### config.mk
export PLATFORM = sky130hd
export DESIGN_NAME = multicycle_control
export DESIGN_NICKNAME = d
export VERILOG_FILES = /design/src/rtl/mc_ctrl_pkg.sv /design/src/rtl/mc_ctrl_timeout.sv /design/src/rtl/multicycle_control.sv
export SDC_FILE = /design/constraint.sdc
export NUM_CORES = 1
export LEC_CHECK = 0
export CORE_MARGIN = 5
export CORE_UTILIZATION = 37
export CTS_CLUSTER_DIAMETER = 60
export DETAILED_ROUTE_END_ITERATION = 7
export GPL_TIMING_DRIVEN = 0
export PLACE_DENSITY = 0.67
export SYNTH_ARGS = -nofsm -noshare
export SYNTH_HDL_FRONTEND = slang
export SYNTH_SLANG_ARGS = --single-unit
### constraint.sdc
create_clock -name clk -period 2.6 [get_ports clk]
set_input_delay 0.52 -clock clk [delete_from_list [all_inputs] [get_ports clk]]
set_output_delay 0.52 -clock clk [all_outputs]
set_load 0.01 [all_outputs]
### src/rtl/mc_ctrl_pkg.sv
// Shared definitions for the multi-cycle MIPS control unit.
//   - MIPS opcode values (6-bit IR[31:26] field)
//   - FSM state encodings (4-bit, widened by the top to STATE_W)
//   - datapath select encodings for alu_op, alu_src_b and pc_src
package mc_ctrl_pkg;

  // Opcodes understood by the sequencer
  localparam logic [5:0] OP_RTYPE = 6'b000000;
  localparam logic [5:0] OP_J     = 6'b000010;
  localparam logic [5:0] OP_JAL   = 6'b000011;
  localparam logic [5:0] OP_BEQ   = 6'b000100;
  localparam logic [5:0] OP_BNE   = 6'b000101;
  localparam logic [5:0] OP_ADDI  = 6'b001000;
  localparam logic [5:0] OP_LW    = 6'b100011;
  localparam logic [5:0] OP_SW    = 6'b101011;

  // FSM state encodings
  localparam logic [3:0] S_IDLE     = 4'd0;
  localparam logic [3:0] S_FETCH    = 4'd1;
  localparam logic [3:0] S_DECODE   = 4'd2;
  localparam logic [3:0] S_MEM_ADDR = 4'd3;
  localparam logic [3:0] S_MEM_RD   = 4'd4;
  localparam logic [3:0] S_MEM_WB   = 4'd5;
  localparam logic [3:0] S_MEM_WR   = 4'd6;
  localparam logic [3:0] S_EXEC     = 4'd7;
  localparam logic [3:0] S_ALU_WB   = 4'd8;
  localparam logic [3:0] S_ADDI_EX  = 4'd9;
  localparam logic [3:0] S_ADDI_WB  = 4'd10;
  localparam logic [3:0] S_BRANCH   = 4'd11;
  localparam logic [3:0] S_JUMP     = 4'd12;
  localparam logic [3:0] S_JAL_WB   = 4'd13;
  localparam logic [3:0] S_FAULT    = 4'd14;

  // ALU operation class
  typedef enum logic [1:0] {
    ALU_ADD   = 2'b00,
    ALU_SUB   = 2'b01,
    ALU_FUNCT = 2'b10,
    ALU_OTHER = 2'b11
  } alu_op_e;

  // ALU B operand select
  typedef enum logic [1:0] {
    SRCB_REG  = 2'b00,
    SRCB_FOUR = 2'b01,
    SRCB_IMM  = 2'b10,
    SRCB_IMM4 = 2'b11
  } src_b_e;

  // PC source select
  typedef enum logic [1:0] {
    PCSRC_ALU    = 2'b00,
    PCSRC_ALUOUT = 2'b01,
    PCSRC_JUMP   = 2'b10
  } pc_src_e;

endpackage

### src/rtl/mc_ctrl_timeout.sv
// Wait-state watchdog for the multi-cycle control unit.
//   clk     : clock
//   rst_n   : synchronous active-low reset, clears the counter
//   start   : entering a wait state this cycle, clears the counter
//   busy    : currently in a wait state
//   ready   : memory completes the access this cycle
//   expire  : last permitted cycle has passed without ready
// TIMEOUT = 0 disables expiry entirely.
module mc_ctrl_timeout #(
  parameter int TIMEOUT = 16
) (
  input  logic clk,
  input  logic rst_n,
  input  logic start,
  input  logic busy,
  input  logic ready,
  output logic expire
);

  localparam int CW = (TIMEOUT > 0) ? $clog2(TIMEOUT + 1) : 1;

  logic [CW-1:0] cnt_q, cnt_d;

  generate
    if (TIMEOUT > 0) begin : g_on
      localparam logic [CW-1:0] LAST = CW'(TIMEOUT - 1);
      // Ready in the same cycle always wins over expiry.
      assign expire = busy && !ready && (cnt_q == LAST);
    end else begin : g_off
      assign expire = 1'b0;
    end
  endgenerate

  always_comb begin
    cnt_d = cnt_q;
    if (start) begin
      cnt_d = '0;
    end else if (busy && !ready && !expire) begin
      cnt_d = cnt_q + CW'(1);
    end
  end

  always_ff @(posedge clk) begin
    if (!rst_n) begin
      cnt_q <= '0;
    end else begin
      cnt_q <= cnt_d;
    end
  end

endmodule

### src/rtl/multicycle_control.sv
// Moore-style sequencer for a multi-cycle MIPS core: one instruction runs
// through FETCH, DECODE and 1-3 further states, with memory-ready handshakes
// guarded by a timeout that parks the FSM in a sticky FAULT state.
//   clk, rst_n          : clock, synchronous active-low reset
//   opcode, mem_ready   : IR opcode field, memory completion handshake
//   mem_*_n, iord       : memory strobes (active low) and address select
//   ir_write, pc_write* : IR / PC load enables, pc_src PC mux select
//   alu_src_a/b, alu_op : ALU operand selects and operation class
//   reg_dst, mem_to_reg, reg_write, jal : register-file writeback controls
//   illegal_op, fault   : unknown-opcode pulse, sticky memory timeout
//   state_o             : current state for debug
module multicycle_control
  import mc_ctrl_pkg::*;
#(
  parameter int OPCODE_W = 6,
  parameter int TIMEOUT  = 16,
  parameter int STATE_W  = 4
) (
  input  logic                clk,
  input  logic                rst_n,
  input  logic [OPCODE_W-1:0] opcode,
  input  logic                mem_ready,
  output logic                mem_cs_n,
  output logic                mem_read_n,
  output logic                mem_write_n,
  output logic                iord,
  output logic                ir_write,
  output logic                pc_write,
  output logic                pc_write_beq,
  output logic                pc_write_bne,
  output logic [1:0]          pc_src,
  output logic                alu_src_a,
  output logic [1:0]          alu_src_b,
  output logic [1:0]          alu_op,
  output logic                reg_dst,
  output logic                mem_to_reg,
  output logic                reg_write,
  output logic                jal,
  output logic                illegal_op,
  output logic                fault,
  output logic [STATE_W-1:0]  state_o
);

  localparam logic [STATE_W-1:0] ST_IDLE     = STATE_W'(S_IDLE);
  localparam logic [STATE_W-1:0] ST_FETCH    = STATE_W'(S_FETCH);
  localparam logic [STATE_W-1:0] ST_DECODE   = STATE_W'(S_DECODE);
  localparam logic [STATE_W-1:0] ST_MEM_ADDR = STATE_W'(S_MEM_ADDR);
  localparam logic [STATE_W-1:0] ST_MEM_RD   = STATE_W'(S_MEM_RD);
  localparam logic [STATE_W-1:0] ST_MEM_WB   = STATE_W'(S_MEM_WB);
  localparam logic [STATE_W-1:0] ST_MEM_WR   = STATE_W'(S_MEM_WR);
  localparam logic [STATE_W-1:0] ST_EXEC     = STATE_W'(S_EXEC);
  localparam logic [STATE_W-1:0] ST_ALU_WB   = STATE_W'(S_ALU_WB);
  localparam logic [STATE_W-1:0] ST_ADDI_EX  = STATE_W'(S_ADDI_EX);
  localparam logic [STATE_W-1:0] ST_ADDI_WB  = STATE_W'(S_ADDI_WB);
  localparam logic [STATE_W-1:0] ST_BRANCH   = STATE_W'(S_BRANCH);
  localparam logic [STATE_W-1:0] ST_JUMP     = STATE_W'(S_JUMP);
  localparam logic [STATE_W-1:0] ST_JAL_WB   = STATE_W'(S_JAL_WB);
  localparam logic [STATE_W-1:0] ST_FAULT    = STATE_W'(S_FAULT);

  localparam logic [OPCODE_W-1:0] OPC_RTYPE = OPCODE_W'(OP_RTYPE);
  localparam logic [OPCODE_W-1:0] OPC_J     = OPCODE_W'(OP_J);
  localparam logic [OPCODE_W-1:0] OPC_JAL   = OPCODE_W'(OP_JAL);
  localparam logic [OPCODE_W-1:0] OPC_BEQ   = OPCODE_W'(OP_BEQ);
  localparam logic [OPCODE_W-1:0] OPC_BNE   = OPCODE_W'(OP_BNE);
  localparam logic [OPCODE_W-1:0] OPC_ADDI  = OPCODE_W'(OP_ADDI);
  localparam logic [OPCODE_W-1:0] OPC_LW    = OPCODE_W'(OP_LW);
  localparam logic [OPCODE_W-1:0] OPC_SW    = OPCODE_W'(OP_SW);

  logic [STATE_W-1:0] state_q, state_d;
  logic               to_start, to_busy, to_expire;

  function automatic logic is_wait(input logic [STATE_W-1:0] s);
    return (s == ST_FETCH) || (s == ST_MEM_RD) || (s == ST_MEM_WR);
  endfunction

  // The watchdog restarts whenever a wait state is newly entered, including
  // the direct MEM_WR -> FETCH hop between two wait states.
  assign to_busy  = is_wait(state_q);
  assign to_start = (state_d != state_q) && is_wait(state_d);

  mc_ctrl_timeout #(
    .TIMEOUT(TIMEOUT)
  ) u_timeout (
    .clk    (clk),
    .rst_n  (rst_n),
    .start  (to_start),
    .busy   (to_busy),
    .ready  (mem_ready),
    .expire (to_expire)
  );

  always_comb begin
    state_d = state_q;
    case (state_q)
      ST_IDLE:     state_d = ST_FETCH;
      ST_FETCH: begin
        if (mem_ready)      state_d = ST_DECODE;
        else if (to_expire) state_d = ST_FAULT;
      end
      ST_DECODE: begin
        case (opcode)
          OPC_LW, OPC_SW:   state_d = ST_MEM_ADDR;
          OPC_RTYPE:        state_d = ST_EXEC;
          OPC_ADDI:         state_d = ST_ADDI_EX;
          OPC_BEQ, OPC_BNE: state_d = ST_BRANCH;
          OPC_J:            state_d = ST_JUMP;
          OPC_JAL:          state_d = ST_JAL_WB;
          default:          state_d = ST_FETCH;
        endcase
      end
      ST_MEM_ADDR: state_d = (opcode == OPC_SW) ? ST_MEM_WR : ST_MEM_RD;
      ST_MEM_RD: begin
        if (mem_ready)      state_d = ST_MEM_WB;
        else if (to_expire) state_d = ST_FAULT;
      end
      ST_MEM_WR: begin
        if (mem_ready)      state_d = ST_FETCH;
        else if (to_expire) state_d = ST_FAULT;
      end
      ST_EXEC:     state_d = ST_ALU_WB;
      ST_ADDI_EX:  state_d = ST_ADDI_WB;
      ST_MEM_WB, ST_ALU_WB, ST_ADDI_WB,
      ST_BRANCH, ST_JUMP, ST_JAL_WB:
                   state_d = ST_FETCH;
      ST_FAULT:    state_d = ST_FAULT;
      // Unused encodings recover through IDLE.
      default:     state_d = ST_IDLE;
    endcase
  end

  always_ff @(posedge clk) begin
    if (!rst_n) begin
      state_q <= ST_IDLE;
    end else begin
      state_q <= state_d;
    end
  end

  always_comb begin
    mem_cs_n     = 1'b1;
    mem_read_n   = 1'b1;
    mem_write_n  = 1'b1;
    iord         = 1'b0;
    ir_write     = 1'b0;
    pc_write     = 1'b0;
    pc_write_beq = 1'b0;
    pc_write_bne = 1'b0;
    pc_src       = PCSRC_ALU;
    alu_src_a    = 1'b0;
    alu_src_b    = SRCB_REG;
    alu_op       = ALU_ADD;
    reg_dst      = 1'b0;
    mem_to_reg   = 1'b0;
    reg_write    = 1'b0;
    jal          = 1'b0;
    illegal_op   = 1'b0;
    fault        = 1'b0;
    case (state_q)
      ST_FETCH: begin
        mem_cs_n   = 1'b0;
        mem_read_n = 1'b0;
        alu_src_b  = SRCB_FOUR;
        // IR and PC only latch once the instruction word is actually there.
        ir_write   = mem_ready;
        pc_write   = mem_ready;
      end
      ST_DECODE: begin
        alu_src_b  = SRCB_IMM4;
        illegal_op = !(opcode inside {OPC_RTYPE, OPC_J, OPC_JAL, OPC_BEQ,
                                      OPC_BNE, OPC_ADDI, OPC_LW, OPC_SW});
      end
      ST_MEM_ADDR, ST_ADDI_EX: begin
        alu_src_a = 1'b1;
        alu_src_b = SRCB_IMM;
      end
      ST_MEM_RD: begin
        mem_cs_n   = 1'b0;
        mem_read_n = 1'b0;
        iord       = 1'b1;
      end
      ST_MEM_WB: begin
        reg_write  = 1'b1;
        mem_to_reg = 1'b1;
      end
      ST_MEM_WR: begin
        mem_cs_n    = 1'b0;
        mem_write_n = 1'b0;
        iord        = 1'b1;
      end
      ST_EXEC: begin
        alu_src_a = 1'b1;
        alu_op    = ALU_FUNCT;
      end
      ST_ALU_WB: begin
        reg_write = 1'b1;
        reg_dst   = 1'b1;
      end
      ST_ADDI_WB: reg_write = 1'b1;
      ST_BRANCH: begin
        alu_src_a    = 1'b1;
        alu_op       = ALU_SUB;
        pc_src       = PCSRC_ALUOUT;
        pc_write_beq = (opcode == OPC_BEQ);
        pc_write_bne = (opcode == OPC_BNE);
      end
      ST_JUMP: begin
        pc_src   = PCSRC_JUMP;
        pc_write = 1'b1;
      end
      ST_JAL_WB: begin
        pc_src    = PCSRC_JUMP;
        pc_write  = 1'b1;
        reg_write = 1'b1;
        jal       = 1'b1;
      end
      ST_FAULT: fault = 1'b1;
      default: ;
    endcase
  end

  assign state_o = state_q;

endmodule

==> flow_summary.json <==
{
  "outcome": "complete, no violations",
  "finish.instance_area_um2": 1430,
  "grt_pass1_vias": 1098,
  "pin_count": 34,
  "critPathRequiredTime_ns": 2.08,
  "rows": 19,
  "yosys_warnings": 0,
  "final_common_cell": "clkdlybuf4s50_1",
  "syn_inst": 139,
  "ys.flop_type": "dfxtp_1",
  "grt_max_degree": 20,
  "drv_slew": 0,
  "track_usage": 0.152,
  "setup_slack_ns": 0.0420,
  "synth-edff-count": 0,
  "relSlewSlack": 0.699,
  "leakage_nw": 0.537,
  "vdd_drop_max_mv": 0.328,
  "max-cap-violations": 0,
  "hold_viol_final": 0,
  "ctsHoldBuffers": 0,
  "synth.largest_area_cell": "dfxtp_1",
  "worst_slew_pin_slew_ns": 0.447,
  "root_buffer": "clkbuf_4",
  "antenna_left": 0,
  "cts.sinks": 9,
  "power_mw": 0.421,
  "vias": 1141,
  "core_area_um2": 2690,
  "place.gp.congestion": 0.890,
  "setup_violations": 0,
  "synth_top_area_share": 0.178,
  "routedWlPerCell_um": 14.3,
  "dieArea_um2": 3890,
  "syn_area_per_cell_um2": 7.29,
  "finalCriticalPeriod_ns": 2.56,
  "tns_ns": 0,
  "clock_skew_ns": 0.00237,
  "mostFrequentLayoutCells": "clkdlybuf4s50_1 (24), nor2_1 (16), nand2_1 (11)",
  "insertion_delay_ns": 0.27,
  "htreeDepth": 1,
  "antenna_cells": 0,
  "die_h_um": 62.3,
  "dr.pass1.iters": 4,
  "numCtsBuffers": 3,
  "yosysSeqAreaShare": 0.178,
  "synth_area_um2": 1010,
  "fillers": 268,
  "layout-drive-gt1-share": 0.185,
  "fin_cells": 204,
  "finalWirelength_um": 2910,
  "post_dp_cell_area_um2": 1370,
  "antenna_found_initial": 0,
  "area_growth_pct": 40.7,
  "end_kind": "output pin",
  "worstSetupPathType": "in2out",
  "start_util": 0.377,
  "synth_cell_types": 47,
  "ctsResizeCount": 13,
  "critPathLaunchType": "input port",
  "synth_seq_cells": 9,
  "overflow": 0,
  "cts_buffer_depth": 2,
  "synthTopCellsByArea": "dfxtp_1 (18%), nor2_1 (6.3%), nand2_1 (4.1%)",
  "cts_tree": "yes",
  "numPortBuffers": 32,
  "synth_fp_nets": 150,
  "grt_pass1_wl_um": 5060,
  "grt_setup_unrepaired": "false",
  "dp_cells": 202,
  "nNetsFinal": 185,
  "power_density_nw_per_um2": 295,
  "cp_data_arrival_time_ns": 2.04,
  "fmax_mhz": 391,
  "hpwlAfterDp_um": 2300,
  "dieWidth_um": 62.3,
  "dp_slack_ns": -0.339,
  "min_period_over_period": 0.984,
  "hold_class": "reg2reg",
  "vias_per_cell": 5.59,
  "drt-initial-drc-count": 80,
  "async_flop_share": 0,
  "clk_pin_slew_ns": 0.06,
  "cts_setup_buffers": 0,
  "drc": 0,
  "critPathMaxFanout": 8
}
-- synthesized netlist by cell type (3+ instances only) --
cell,instances
a21oi_1,8
a221o_1,3
and3_1,4
buf_6,3
dfxtp_1,9
inv_1,6
nand2_1,11
nand2b_1,5
nand3_1,8
nor2_1,17
nor2b_1,3
nor3_1,5
nor3b_1,4
nor4_1,3
o21ai_0,7
or2_2,3
-- final cells by class --
type	instances	area [um2]	area share
Tap cell	31	38.8	0.0272
Timing Repair Buffer	32	310	0.218
Inverter	6	22.5	0.0158
Sequential cell	9	181	0.127
Multi-Input combinational cell	115	776	0.544
Buffer	7	71.3	0.0500
Clock buffer	4	26.3	0.0184
-- final timing paths --
kind / start / end / slack, ns / cells after the start
max: mem_ready / pc_write / 0.04 / 4
min: u_timeout.cnt_q[4]$_SDFFE_PP0P_ / u_timeout.cnt_q[4]$_SDFFE_PP0P_ / 0.49 / 1
max reg2reg: u_timeout.cnt_q[0]$_SDFFE_PP0P_ / u_timeout.cnt_q[3]$_SDFFE_PP0P_ / 0.18 / 8
min reg2reg: u_timeout.cnt_q[4]$_SDFFE_PP0P_ / u_timeout.cnt_q[4]$_SDFFE_PP0P_ / 0.49 / 1
-- power by group --
group | internal [mW] | switching (mW)
logic | 0.0763 | 0.0831
clock network | 0.0593 | 0.0511
registers | 0.144 | 0.00712
-- layer usage --
metal | routed length [um] | track usage | vias to the layer above | share of wire
met5 | 0 | 0 | - | 0
met4 | 14 | 0.0318 | 0 | 0.0048
met3 | 165 | 0.0414 | 3 | 0.057
met2 | 1430 | 0.246 | 30 | 0.49
met1 | 1300 | 0.201 | 532 | 0.45
li1 | - | - | 576 | -
-- state kept, by name, summed over array words and instances, names as in the netlist --
signal / flops
state_o: 4
u_timeout.cnt_q: 5
-- cells by family after synthesis --
group	after synthesis	synth area share
flops	9	0.178
compound gates	34	0.227
mux	3	0.0309
buf+inv	15	0.0950
xor+xnor	1	0.00864
fa+ha+maj	2	0.0247
simple gates	75	0.436
-- critical path: stages --
cell and delay, ns:
clkdlybuf4s50_1 0.55, and3_1 0.23, or2_2 0.27, clkdlybuf4s50_1 0.48
-- stage by stage --
stage           util  hold WS, ns
2_1_floorplan      -        0.454
3_3_place_gp   0.511        0.470
3_5_place_dp   0.511        0.478
4_1_cts        0.521        0.498
5_1_grt        0.531        0.527
6_report       0.531        0.492
No activity file was read; power rests on OpenSTA's default activity.
==> variant (same flow settings) <==
Reset style: asynchronous (`rst_n`), changed in 2 clocked blocks. Comments in the files are not updated.
--- a/src/rtl/mc_ctrl_timeout.sv
+++ b/src/rtl/mc_ctrl_timeout.sv
@@ -40,7 +40,7 @@
     end
   end
 
-  always_ff @(posedge clk) begin
+  always_ff @(posedge clk or negedge rst_n) begin
     if (!rst_n) begin
       cnt_q <= '0;
     end else begin
--- a/src/rtl/multicycle_control.sv
+++ b/src/rtl/multicycle_control.sv
@@ -128,7 +128,7 @@
     endcase
   end
 
-  always_ff @(posedge clk) begin
+  always_ff @(posedge clk or negedge rst_n) begin
     if (!rst_n) begin
       state_q <= ST_IDLE;
     end else begin
Formal check against the unedited RTL: differs if rst_n is asserted again (counterexample within 4 cycles, from zero or initial values and one cycle with rst_n low); with rst_n held inactive, the same outputs for 10 cycles.
==> variant against the unedited design <==
  * Worst setup slack gained 59 ps
  * Routed wire length up 7.0%
  * Non-clock buffer count is 5 higher
  * Synthesized area fell by 1.4%
  * Sequential cell count stayed put
  * First-iteration DRC count shrank 64%
  * Design area up 4.6%
  * Die area shrank 1.1%
Power is left out: it rests on default switching activity, and per cell area and clock period it moved more than threefold.
==> variant: results (changes against the unedited design) <==
| Metric | Value |
|---|---|
| Outcome | `complete, no violations` |
| Worst Reg-to-Reg Cells | `9 (+1)` |
| Vias in the first global route | `1114 (+1.5%)` |
| Post-Syn Nets | `140 (-6.7%)` |
| R2r startpoint | `u_timeout.cnt_q[0]$_DFFE_PN0P_` |
| Number of port buffers | `33 (+3.1%)` |
| FF-to-FF setup slack | `100 ps (-80 ps)` |
| Ys async rst share | `100% (+100 points)` |
| Slew @ Worst Pin | `865 ps (+418 ps)` |
| Min-delay worst type | `in2async` |
| Share of cells above drive strength 1 | `24.4% (+5.9 points)` |
| Routability congestion estimate | `0.845 (-5.1%)` |
| Nets | `180 (-2.7%)` |
| Total number of vias | `1127 (-1.2%)` |
| FF-to-FF End | `u_timeout.cnt_q[4]$_DFFE_PN0P_` |
| WL final | `3120 microns (+7.0%)` |
| Skew final | `8.94 ps (+6.57 ps)` |
| Register area share after synthesis | `22.5% (+4.8 points)` |
| Max reg flops | `5 (unchanged)` |
| Post-DP HPWL | `2360 microns (+2.5%)` |
| Filler cells | `249 (-7.1%)` |
| Critical path fanouts, max | `6 (-2)` |
| CP Data Arrival Time | `2610 ps (+570 ps)` |
| Distinct cell type count after synthesis | `50 (+6.4%)` |
| Most frequent cells after synthesis | `nor2_1 (17), nand2_1 (12), o21ai_0 (11)` |
| Initial DRC Count | `29 (-64%)` |
| GRT Overall Usage | `17.9% (+2.7 points)` |
| First-pass GRT wire length | `5090 microns (+0.55%)` |
| Largest net degree at the start of global routing | `11 (-45%)` |
| Setup WS pre-CTS | `-398 ps (-58.8 ps)` |
| Largest cells by area after synthesis | `dfrtp_1 (23%), nor2_1 (6.4%), o21ai_0 (5.5%), nand2_1 (4.5%), a21oi_1 (4.0%)` |
variant: cell types whose count changed after synthesis, sizes merged, moves of 3 or more:
cell    delta
dfrtp      +9
dfxtp      -9
nand3      -7
nor3b      -5
a221o      -3
and2b      -3
o211ai     +3
o21ai      +3
variant: how the worst max path moves through the flow:
stage	slack [ps]	endpoint	depth (start not counted)	startpoint
after floorplan	110	u_timeout.cnt_q[4]$_DFFE_PN0P_	9	u_timeout.cnt_q[0]$_DFFE_PN0P_
after global placement	-370	illegal_op	7	opcode[2]
after detailed placement	-400	illegal_op	7	opcode[2]
after CTS	6	pc_write	5	mem_ready
after global routing	-10	illegal_op	6	state_o[0]$_DFF_PN0_
final	100	u_timeout.cnt_q[4]$_DFFE_PN0P_	9	u_timeout.cnt_q[0]$_DFFE_PN0P_
variant: stage by stage:
| step | cells | hold slack, ps | instance area (sq um) |
|---|---|---|---|
| global route | 198 | 561 | 1490 |
| global placement | 192 | 551 | 1370 |
| floorplan | 129 | 224 | 1000 |
| detailed placement | 192 | 551 | 1370 |
| CTS | 198 | 549 | 1470 |
| finish | 198 | 550 | 1490 |
variant: metal layers:
metal / wire (microns) / vias up / global-route usage [%]
met4: 46 / 0 / 7.27
li1: - / 550 / -
met2: 1750 / 31 / 34.3
met3: 153 / 5 / 1.24
met5: 0 / - / 0
met1: 1170 / 541 / 20.1
variant: cell families after synthesis:
kind of cell    after synthesis  synth area share, %
simple gates                 58                 33.0
compound gates               39                 28.2
buf+inv                      14                 7.13
flops                         9                 22.5
xor+xnor                      4                 3.51
mux                           3                 3.13
fa+ha+maj                     2                 2.50
variant: final cells by class:
type	instances	share of cell area, %
multi-input combinational	106	51.4
clock inverter	1	0.336
timing repair buffer	36	23.8
sequential	9	15.2
buffer	8	3.94
inverter	5	1.26
clock buffer	3	1.51
tap	30	2.52
variant: critical path, cell delays in order, from the launching register on:
cell	delay [ps]
dfrtp_1	390
ha_2	190
and3_4	180
ha_4	180
nor4b_2	210
o21ai_1	100
and3_4	200
or4_4	550
o22ai_4	240
a221oi_2	100
variant: what timing repair did:
action                                  in CTS  in global routing
endpoints found under the setup margin      19                 10
pin swaps                                    3                  1
setup buffers                                3                  0
hold buffers                                 0                  0
gates resized for setup                     24                  8
